### src/rtl/cfi_shadow_stack_if.sv
// CFI log / fault bus between the CFI FIFO read side, the core and the shadow stack backend.
interface cfi_shadow_stack_if #(
  parameter int unsigned DEPTH = 16,
  parameter int unsigned XLEN  = 64
);
  localparam int unsigned PW = $clog2(DEPTH + 1);

  logic            queue_empty_i;
  logic [1:0]      log_kind_i;
  logic [XLEN-1:0] log_pc_i;
  logic [XLEN-1:0] log_target_i;
  logic            log_rvc_i;
  logic            queue_pop_o;
  logic            clear_i;
  logic            fault_ack_i;
  logic            fault_valid_o;
  logic [1:0]      fault_cause_o;
  logic [XLEN-1:0] fault_tval_o;
  logic [PW-1:0]   depth_o;

  // Backend side
  modport slave (
    input  queue_empty_i, log_kind_i, log_pc_i, log_target_i, log_rvc_i,
    input  clear_i, fault_ack_i,
    output queue_pop_o, fault_valid_o, fault_cause_o, fault_tval_o, depth_o
  );

  // FIFO / core side
  modport master (
    output queue_empty_i, log_kind_i, log_pc_i, log_target_i, log_rvc_i,
    output clear_i, fault_ack_i,
    input  queue_pop_o, fault_valid_o, fault_cause_o, fault_tval_o, depth_o
  );
endinterface

### src/rtl/cfi_shadow_stack.sv
// Return-address checking backend: pops one CFI log per two cycles, pushes call
// return addresses on a shadow stack and checks returns against it.
module cfi_shadow_stack #(
  parameter int unsigned DEPTH = 16,
  parameter int unsigned XLEN  = 64
) (
  input  logic               clk_i,
  input  logic               rst_ni,
  cfi_shadow_stack_if.slave  bus
);
  localparam int unsigned IW = $clog2(DEPTH);
  localparam int unsigned PW = $clog2(DEPTH + 1);

  localparam logic [1:0] KIND_CALL = 2'b10;
  localparam logic [1:0] KIND_RET  = 2'b11;

  localparam logic [1:0] CAUSE_OVERFLOW  = 2'b01;
  localparam logic [1:0] CAUSE_UNDERFLOW = 2'b10;
  localparam logic [1:0] CAUSE_MISMATCH  = 2'b11;

  typedef enum logic [1:0] {
    IDLE  = 2'b00,
    CHECK = 2'b01,
    FAULT = 2'b10
  } state_e;

  typedef struct packed {
    logic [1:0]      kind;
    logic [XLEN-1:0] pc;
    logic [XLEN-1:0] target;
    logic            rvc;
  } entry_t;

  state_e          state, state_d;
  logic [PW-1:0]   ptr, ptr_d;
  entry_t          entry, entry_d;
  logic            fault_valid, fault_valid_d;
  logic [1:0]      cause, cause_d;
  logic [XLEN-1:0] tval, tval_d;
  logic            push_en;
  logic            pop_c;
  logic [XLEN-1:0] ret_addr;
  logic [XLEN-1:0] top;

  logic [XLEN-1:0] stack [DEPTH];

  // Return address of the latched call, wrapping modulo 2^XLEN
  assign ret_addr = entry.pc + (entry.rvc ? XLEN'(2) : XLEN'(4));
  // Top-of-stack; only consulted when ptr > 0
  assign top      = stack[IW'(ptr - PW'(1))];

  // State and control registers
  always_ff @(posedge clk_i or negedge rst_ni) begin
    if (!rst_ni) begin
      state       <= IDLE;
      ptr         <= '0;
      entry       <= '0;
      fault_valid <= 1'b0;
      cause       <= '0;
      tval        <= '0;
    end else begin
      state       <= state_d;
      ptr         <= ptr_d;
      entry       <= entry_d;
      fault_valid <= fault_valid_d;
      cause       <= cause_d;
      tval        <= tval_d;
    end
  end

  // Shadow stack storage, not reset: entries at or above ptr are never read
  always_ff @(posedge clk_i) begin
    if (push_en) begin
      stack[IW'(ptr)] <= ret_addr;
    end
  end

  // Next-state, pop strobe and stack update decisions
  always_comb begin
    state_d       = state;
    ptr_d         = ptr;
    entry_d       = entry;
    fault_valid_d = fault_valid;
    cause_d       = cause;
    tval_d        = tval;
    push_en       = 1'b0;
    pop_c         = 1'b0;

    unique case (state)
      IDLE: begin
        if (!bus.queue_empty_i) begin
          pop_c   = 1'b1;
          entry_d = '{kind:   bus.log_kind_i,
                      pc:     bus.log_pc_i,
                      target: bus.log_target_i,
                      rvc:    bus.log_rvc_i};
          state_d = CHECK;
        end
      end
      CHECK: begin
        state_d = IDLE;
        if (entry.kind == KIND_CALL) begin
          if (ptr == PW'(DEPTH)) begin
            cause_d       = CAUSE_OVERFLOW;
            tval_d        = entry.pc;
            fault_valid_d = 1'b1;
            state_d       = FAULT;
          end else begin
            push_en = 1'b1;
            ptr_d   = ptr + PW'(1);
          end
        end else if (entry.kind == KIND_RET) begin
          if (ptr == '0) begin
            cause_d       = CAUSE_UNDERFLOW;
            tval_d        = entry.pc;
            fault_valid_d = 1'b1;
            state_d       = FAULT;
          end else if (top != entry.target) begin
            cause_d       = CAUSE_MISMATCH;
            tval_d        = entry.pc;
            fault_valid_d = 1'b1;
            state_d       = FAULT;
          end else begin
            ptr_d = ptr - PW'(1);
          end
        end
      end
      FAULT: begin
        if (bus.fault_ack_i) begin
          ptr_d         = '0;
          fault_valid_d = 1'b0;
          state_d       = IDLE;
        end
      end
      default: begin
        state_d = IDLE;
      end
    endcase

    // Context-switch clear overrides everything, dropping any latched entry
    if (bus.clear_i) begin
      state_d       = IDLE;
      ptr_d         = '0;
      fault_valid_d = 1'b0;
      cause_d       = cause;
      tval_d        = tval;
      entry_d       = entry;
      push_en       = 1'b0;
      pop_c         = 1'b0;
    end
  end

  // Pop is combinational from IDLE and suppressed while in reset
  assign bus.queue_pop_o   = pop_c & rst_ni;
  assign bus.fault_valid_o = fault_valid;
  assign bus.fault_cause_o = cause;
  assign bus.fault_tval_o  = tval;
  assign bus.depth_o       = ptr;

endmodule
### src/flat_wrapper.sv
// flat-port wrapper written by rule: the top's interface ports become plain ports
module cfi_shadow_stack_flat 
#(
  parameter int unsigned DEPTH = 16,
  parameter int unsigned XLEN  = 64
)
  (clk_i, rst_ni, bus_queue_empty_i, bus_log_kind_i, bus_log_pc_i, bus_log_target_i, bus_log_rvc_i, bus_clear_i, bus_fault_ack_i, bus_queue_pop_o, bus_fault_valid_o, bus_fault_cause_o, bus_fault_tval_o, bus_depth_o);
  cfi_shadow_stack_if #(.DEPTH(DEPTH), .XLEN(XLEN)) bus_i ();
  input  logic clk_i;
  input  logic rst_ni;
  input wire logic [$bits(bus_i.queue_empty_i)-1:0] bus_queue_empty_i;
  input wire logic [$bits(bus_i.log_kind_i)-1:0] bus_log_kind_i;
  input wire logic [$bits(bus_i.log_pc_i)-1:0] bus_log_pc_i;
  input wire logic [$bits(bus_i.log_target_i)-1:0] bus_log_target_i;
  input wire logic [$bits(bus_i.log_rvc_i)-1:0] bus_log_rvc_i;
  input wire logic [$bits(bus_i.clear_i)-1:0] bus_clear_i;
  input wire logic [$bits(bus_i.fault_ack_i)-1:0] bus_fault_ack_i;
  output wire logic [$bits(bus_i.queue_pop_o)-1:0] bus_queue_pop_o;
  output wire logic [$bits(bus_i.fault_valid_o)-1:0] bus_fault_valid_o;
  output wire logic [$bits(bus_i.fault_cause_o)-1:0] bus_fault_cause_o;
  output wire logic [$bits(bus_i.fault_tval_o)-1:0] bus_fault_tval_o;
  output wire logic [$bits(bus_i.depth_o)-1:0] bus_depth_o;
  assign bus_i.queue_empty_i = bus_queue_empty_i;
  assign bus_i.log_kind_i = bus_log_kind_i;
  assign bus_i.log_pc_i = bus_log_pc_i;
  assign bus_i.log_target_i = bus_log_target_i;
  assign bus_i.log_rvc_i = bus_log_rvc_i;
  assign bus_i.clear_i = bus_clear_i;
  assign bus_i.fault_ack_i = bus_fault_ack_i;
  assign bus_queue_pop_o = bus_i.queue_pop_o;
  assign bus_fault_valid_o = bus_i.fault_valid_o;
  assign bus_fault_cause_o = bus_i.fault_cause_o;
  assign bus_fault_tval_o = bus_i.fault_tval_o;
  assign bus_depth_o = bus_i.depth_o;
  cfi_shadow_stack #(.DEPTH(DEPTH), .XLEN(XLEN)) u_core (.clk_i(clk_i), .rst_ni(rst_ni), .bus(bus_i));
endmodule
### config.mk
export PLATFORM = sky130hd
export DESIGN_NAME = cfi_shadow_stack_flat
export DESIGN_NICKNAME = d
export VERILOG_FILES = /design/src/rtl/cfi_shadow_stack_if.sv /design/src/rtl/cfi_shadow_stack.sv /design/src/flat_wrapper.sv
export SDC_FILE = /design/constraint.sdc
export NUM_CORES = 1
export LEC_CHECK = 0
export ABC_AREA = 1
export ABC_CLOCK_PERIOD_IN_PS = 19650
export CELL_PAD_IN_SITES_DETAIL_PLACEMENT = 1
export CELL_PAD_IN_SITES_GLOBAL_PLACEMENT = 1
export CORE_AREA = 2 2 416 418
export CTS_CLUSTER_DIAMETER = 30
export DETAILED_ROUTE_END_ITERATION = 12
export DIE_AREA = 0 0 418 420
export PLACE_DENSITY_LB_ADDON = 0.1
export SETUP_SLACK_MARGIN = 0.4
export SLEW_MARGIN = 20
export SYNTH_ARGS = -nofsm -noshare
export SYNTH_HDL_FRONTEND = slang
export SYNTH_SLANG_ARGS = --single-unit
### constraint.sdc
create_clock -name clk_i -period 19.65 [get_ports clk_i]
set_input_delay 2.9475 -clock clk_i [delete_from_list [all_inputs] [get_ports clk_i]]
set_output_delay 2.9475 -clock clk_i [all_outputs]
set_load 0.02 [all_outputs]
==> out/qor.csv, run 1 <==
metric,value,unit
Syn Nets,4811,
maxcap violations,0,
Initial Util,0.299,
clk sink count,1229,
status,"complete, no violations",
"slowest stage delay, CP",0.62,ns
clock root buffer,clkbuf_16,
via count of the first global-routing pass,38883,
CP Buf/Inv Count,4,
Worst setup SP type,input port,
clock period minus final worst setup slack,8.41,ns
CTS Buf Count,323,
final net count,5184,
Die H,420,µm
WL/cell,25.5,µm
clock tree buffer depth,4,
slowest CP cell,clkdlybuf4s50_1,
R2R Setup Slk,12.62,ns
"Seq/Total Area, Yosys",0.702,
HP Start,u_core.bus.fault_tval_o[53],
"most common cell after layout, fill and taps aside",nand2_1,
most frequent cells in the layout,"1722 x nand2_1, 1024 x edfxtp_1, 1012 x nand3_1",
Pins Over Slew Limit,0,
most frequent CP cell,clkdlybuf4s50_1,
"Hold-fix buffers, CTS",0,
Rows,152,
Crit. path cell count,6,
DRT iter0 DRCs,2275,
worst r2r dst,u_core.bus.fault_tval_o[11],
dpl cell area,55900,µm²
Core Region,171000,µm²
Slew HR,0.246,
Fin Setup TNS,0,ns
GRT Util Overall,0.218,
Routed met3 length,7.13,mm
fillers,18288,
R2R depth,21,
DR vias,37163,
highest routed layer,met4,
DRT Pass-1 Iters,6,
grt total ovfl,0,
crit-path leading delay family,buffers and inverters,
Skew-Pair Late Insertion Delay,0.91,ns
growth of design area from synthesis to finish,30.2,%
met2 wire length,93.6,mm
Clock Pin Slew Worst Setup and Hold Paths,0.04,ns
Synth cell types,30,
Post-Route WL,192,mm
min-delay worst type,register to register,
register area,35900,µm²
Port Buf Inserts,208,
Die Area,176000,µm²
# DRC,0,
WP data arrival,5.46,ns
YS warnings,0,
proportion of layout cells with a drive suffix above 1,0.121,
Max Clk Rate,119,MHz
gp weighted congestion,0.780,
final setup skew,0.0407,ns
maximum VDD drop,0.0000973,V
Leakage Power,0.0257,µW
global-route wire length before repair,276,mm
post-DR vias/cell,4.94,
Mapped Area,51100,µm²
DIE WIDTH,418,µm
WHS Path Cells,2,
Hold Path Sink,u_core.bus.fault_tval_o[53],
RSZ-0062 raised after global routing,no,
final setup violation count,0,
post-synthesis register bit count,1229,
critical path peak fanout,39,
HPWL Detailed,109,mm
ANT nets after route,0,
worst slew pin tran,1.13,ns
area of the multi-input gates,13900,µm²
DRT met1 WL,87.2,mm
CP endpoint kind,output port,
post-CTS sizing,0,
CTS tree,done,
Reg-to-Reg Start,u_core.bus.depth_o[0],
synthesized netlist cell count,4668,
final hold vios,0,
cells along the critical path,"clkdlybuf4s50_1, nor4_2, buf_4, inv_4, nor2_1, clkdlybuf4s50_1",
H-tree levels,5,
Mapped Avg Cell Area,11.0,µm²
Setup CP Type,input port to output port,
Worst Path Required,16.70,ns
IO Count,209,
period utilization,0.428,
final instance area,66600,µm²
"Core Util, Final",0.389,
antenna violations before repair,10,
largest net degree at the start of global routing,141,
post-CTS setup buffers,0,
PD cells,162,nW/µm²
[routing by layer]
| metal | vias up | GRT usage |
|---|---|---|
| li1 | 16938 | - |
| met4 | 0 | 0.0576 |
| met1 | 19225 | 0.289 |
| met2 | 747 | 0.367 |
| met3 | 253 | 0.0361 |
| met5 | - | 0 |
[worst register-to-register path: stages, from the launching register on]
cell and delay, ns:
dfrtp_4 0.67, buf_4 0.70, buf_4 0.63, buf_4 0.78, buf_4 0.80, nand2_1 0.20
nand3_1 0.12, nand3_1 0.09, nand3_1 0.14, nand2_1 0.06, nand2_1 0.05, nand2_1 0.10
nor2_1 0.18, nand2_1 0.07, nor2_1 0.15, nand2_1 0.15, nor2_2 0.51, nand4_1 0.25
nand2_2 0.48, buf_4 0.58, nand2_1 0.17, nand2_1 0.09
[stage by stage]
| stage | std cells | total power (µW) | hold slack [ns] | setup slack (ns) |
|---|---|---|---|---|
| global route | 7520 | 11300 | 0.487 | 11.05 |
| global placement | 6948 | 5750 | 0.459 | 11.27 |
| CTS | 7519 | 10900 | 0.475 | 11.23 |
| finish | 7522 | 10800 | 0.471 | 11.24 |
| floorplan | 4668 | 4670 | 0.443 | 11.16 |
| detailed placement | 6948 | 5770 | 0.457 | 11.23 |
[worst max path at each step]
stage	endpoint	start
5_1_grt	bus_queue_pop_o	bus_clear_i
2_1_floorplan	u_core.stack[11][0]	bus_clear_i
6_report	bus_queue_pop_o	bus_clear_i
3_3_place_gp	bus_queue_pop_o	bus_clear_i
4_1_cts	bus_queue_pop_o	bus_clear_i
3_5_place_dp	bus_queue_pop_o	bus_clear_i
[synth_stat cells]
cell / count / area, µm²
nand2_1: 1725 / 6470
edfxtp_1: 1024 / 30700
nand3_1: 1012 / 5060
dfrtp_1: 205 / 5130
buf_2: 180 / 901
inv_1: 102 / 383
nor2_1: 96 / 360
clkbuf_1: 56 / 210
xor2_1: 56 / 490
o21ai_0: 55 / 275
nor3_1: 29 / 145
xnor2_1: 22 / 193
buf_4: 20 / 150
nand4_1: 20 / 125
nand3b_1: 14 / 105
nor4_1: 12 / 75.1
a21oi_1: 7 / 35.0
ha_1: 6 / 75.1
o21ai_1: 5 / 25.0
buf_1: 4 / 15.0
buf_6: 4 / 45.0
inv_2: 3 / 11.3
a211oi_1: 2 / 15.0
nand2_2: 2 / 12.5
nor2_2: 2 / 12.5
a2111oi_0: 1 / 8.76
and3_1: 1 / 6.26
clkinv_1: 1 / 3.75
fa_1: 1 / 20.0
inv_4: 1 / 6.26
[where the power goes]
part	switching, µW	internal, µW	leakage, µW
Combinational	1790	703	0.00871
Clock	1530	3580	0.00512
Sequential	141	3060	0.0119
Total	3460	7340	0.0257
[sequential cells by signal, summed over array words and instances, names as in the netlist]
register / count
u_core.stack: 1024
u_core.entry: 131
u_core.bus.fault_tval_o: 64
u_core.bus.depth_o: 5
u_core.bus.fault_cause_o: 2
u_core.state: 2
u_core.bus.fault_valid_o: 1
[final cells by class]
type	instances	area share
timing repair buffer	312	0.0445
sequential	1229	0.539
clock inverter	160	0.0262
antenna	2	0.0000752
tap	2233	0.0420
clock buffer	411	0.132
inverter	107	0.00634
multi-input combinational	3068	0.210
[logic make-up after synthesis]
family / synth area share
AO/OA/AOI/OAI: 0.00702
buffers and inverters: 0.0337
flip-flops: 0.702
adder cells (fa/ha/maj): 0.00186
XOR/XNOR: 0.0134
AND/OR/NAND/NOR: 0.242
No activity file was read; power rests on OpenSTA's default activity.
==> run 2, diff against run 1 <==
--- a/config.mk
+++ b/config.mk
@@ -6,7 +6,7 @@
 export NUM_CORES = 1
 export LEC_CHECK = 0
 export ABC_AREA = 1
-export ABC_CLOCK_PERIOD_IN_PS = 19650
+export ABC_CLOCK_PERIOD_IN_PS = 6800
 export CELL_PAD_IN_SITES_DETAIL_PLACEMENT = 1
 export CELL_PAD_IN_SITES_GLOBAL_PLACEMENT = 1
 export CORE_AREA = 2 2 416 418
==> constraint.sdc (replaced) <==
create_clock -name clk_i -period 6.8 [get_ports clk_i]
set_input_delay 1.02 -clock clk_i [delete_from_list [all_inputs] [get_ports clk_i]]
set_output_delay 1.02 -clock clk_i [all_outputs]
set_load 0.02 [all_outputs]
==> run 2 against run 1 <==
Compared with the run above: count of clock-buffer cells in the layout shrank 18; setup slack lost 9.6 ns; critical path type is now register to register; register-to-register slack lost 11 ns; via count is essentially flat; sequential power grew to 2.9 times the previous value; non-clock buffer count grew 4; largest cell class unchanged; wire length grew 1.7%; sequential cell count is the same; sequential share of layout area shrank 0.19 points; final cell count shrank 0.11%; final area grew 0.35%.
==> out/qor.csv, run 2 (synthesis gave the netlist of run 1 again) <==
metric,value,unit
clk sink count,1229,
critical path peak fanout,160,
grt total ovfl,0,
WP data arrival,5.95,ns
post-DR vias/cell,4.94,
Pins Over Slew Limit,0,
WL/cell,25.9,µm
proportion of layout cells with a drive suffix above 1,0.121,
clock root buffer,clkbuf_16,
global-route wire length before repair,281,mm
final net count,5186,
DIE WIDTH,418,µm
RSZ-0062 raised after global routing,no,
post-CTS setup buffers,0,
Max Clk Rate,195,MHz
Rows,152,
fillers,18200,
post-route insts no fill,7514,
Setup CP Type,register to register,
max reg flops,1024,
Place WS,1.48,ns
final setup skew,0.0600,ns
Worst Path Required,7.61,ns
Skew-Pair Late Insertion Delay,0.92,ns
Reg-to-Reg Start,u_core.bus.depth_o[0],
final hold vios,0,
maxcap violations,0,
DR vias,37133,
Die Area,176000,µm²
"most common cell after layout, fill and taps aside",nand2_1,
largest net degree at the start of global routing,190,
largest reg by FF count,u_core.stack,
Die H,420,µm
worst slew pin tran,1.16,ns
Setup WS post-layout,1.66,ns
status,"complete, no violations",
CP endpoint kind,register,
most frequent cells in the layout,"1722 x nand2_1, 1024 x edfxtp_1, 1012 x nand3_1",
via count of the first global-routing pass,39132,
min-delay worst type,input port to asynchronous set/reset pin,
PD cells,468,nW/µm²
IO Count,209,
antenna violations before repair,7,
Clock Pin Slew Worst Setup and Hold Paths,0.04,ns
"Core Util, Final",0.391,
CTS tree,done,
crit path from,u_core.bus.depth_o[0],
# DRC,0,
post-CTS sizing,0,
Initial Util,0.299,
clock tree buffer depth,4,
final setup violation count,0,
DRT iter0 DRCs,2590,
gp weighted congestion,0.768,
DRT Pass-1 Iters,5,
GRT Util Overall,0.222,
maximum VDD drop,0.000262,V
Worst setup SP type,register,
clock period minus final worst setup slack,5.14,ns
Core Region,171000,µm²
ANT nets after route,0,
CTS Buf Count,321,
H-tree levels,5,
HPWL Detailed,109,mm
growth of design area from synthesis to finish,30.6,%
Post-Route WL,195,mm
Slew HR,0.230,
Placed Cells,6953,
Port Buf Inserts,208,
register area,35900,µm²
"Hold-fix buffers, CTS",0,
area of the multi-input gates,13900,µm²
period utilization,0.755,
Leakage Power,0.0258,µW
==> run 2: where the power goes <==
part | switching [µW] | internal, µW
registers | 444 | 8830
logic | 5140 | 2130
clock network | 4420 | 10300
total | 10000 | 21300
==> run 2: final cells by class <==
cell class | instances | share of cell area
diodes | 3 | 0.000112
multi-input cells | 3068 | 0.208
inverters | 107 | 0.00631
clock buffers | 393 | 0.129
well taps | 2233 | 0.0418
repair buffers | 316 | 0.0492
flip-flops and latches | 1229 | 0.537
clock inverters | 165 | 0.0278
==> run 2: worst paths after layout <==
kind	to	slack [ns]	cells after the start
setup / recovery	u_core.bus.fault_tval_o[44]	1.66	20
hold / removal	u_core.bus.fault_cause_o[0]	0.05	1
setup reg to reg	u_core.bus.fault_tval_o[44]	1.66	20
hold reg to reg	u_core.bus.fault_tval_o[61]	0.47	2
max in group asynchronous	u_core.entry[63]	5.37	2
min in group clk_i	u_core.bus.fault_tval_o[61]	0.47	2
==> run 2: per-layer routing <==
layer,global-route usage,up-vias,share of wire
met5,0,-,0.000056
met4,0.0706,2,0.027
met3,0.0417,296,0.043
met2,0.362,809,0.47
met1,0.297,19102,0.46
li1,-,16924,-
==> run 2: through the flow <==
stage / power [µW] / TNS, ns / hold slack (ns) / area (µm²)
global placement: 16700 / 0 / 0.457 / 56200
global route: 32700 / 0 / 0.0531 / 66800
detailed placement: 16800 / 0 / 0.466 / 56300
floorplan: 13500 / -1.99 / 0.443 / 51100
finish: 31300 / 0 / 0.0501 / 66800
CTS: 31700 / 0 / 0.00890 / 66700
==> run 2: critical path, cell delays in order, from the launching register on <==
cell and delay [ns]:
dfrtp_4 0.65, inv_8 0.32, buf_12 0.39, buf_12 0.65, nand2_1 0.12, nand3_1 0.11
nand3_1 0.11, nand3_1 0.17, nand2_1 0.06, nand2_1 0.07, nand2_1 0.06, nor2_1 0.26
nand2_1 0.09, nor2_1 0.16, nand2_1 0.09, nor2_2 0.36, nand4_1 0.21, nand2_2 0.42
buf_12 0.32, nand2_1 0.09, nand2_1 0.08
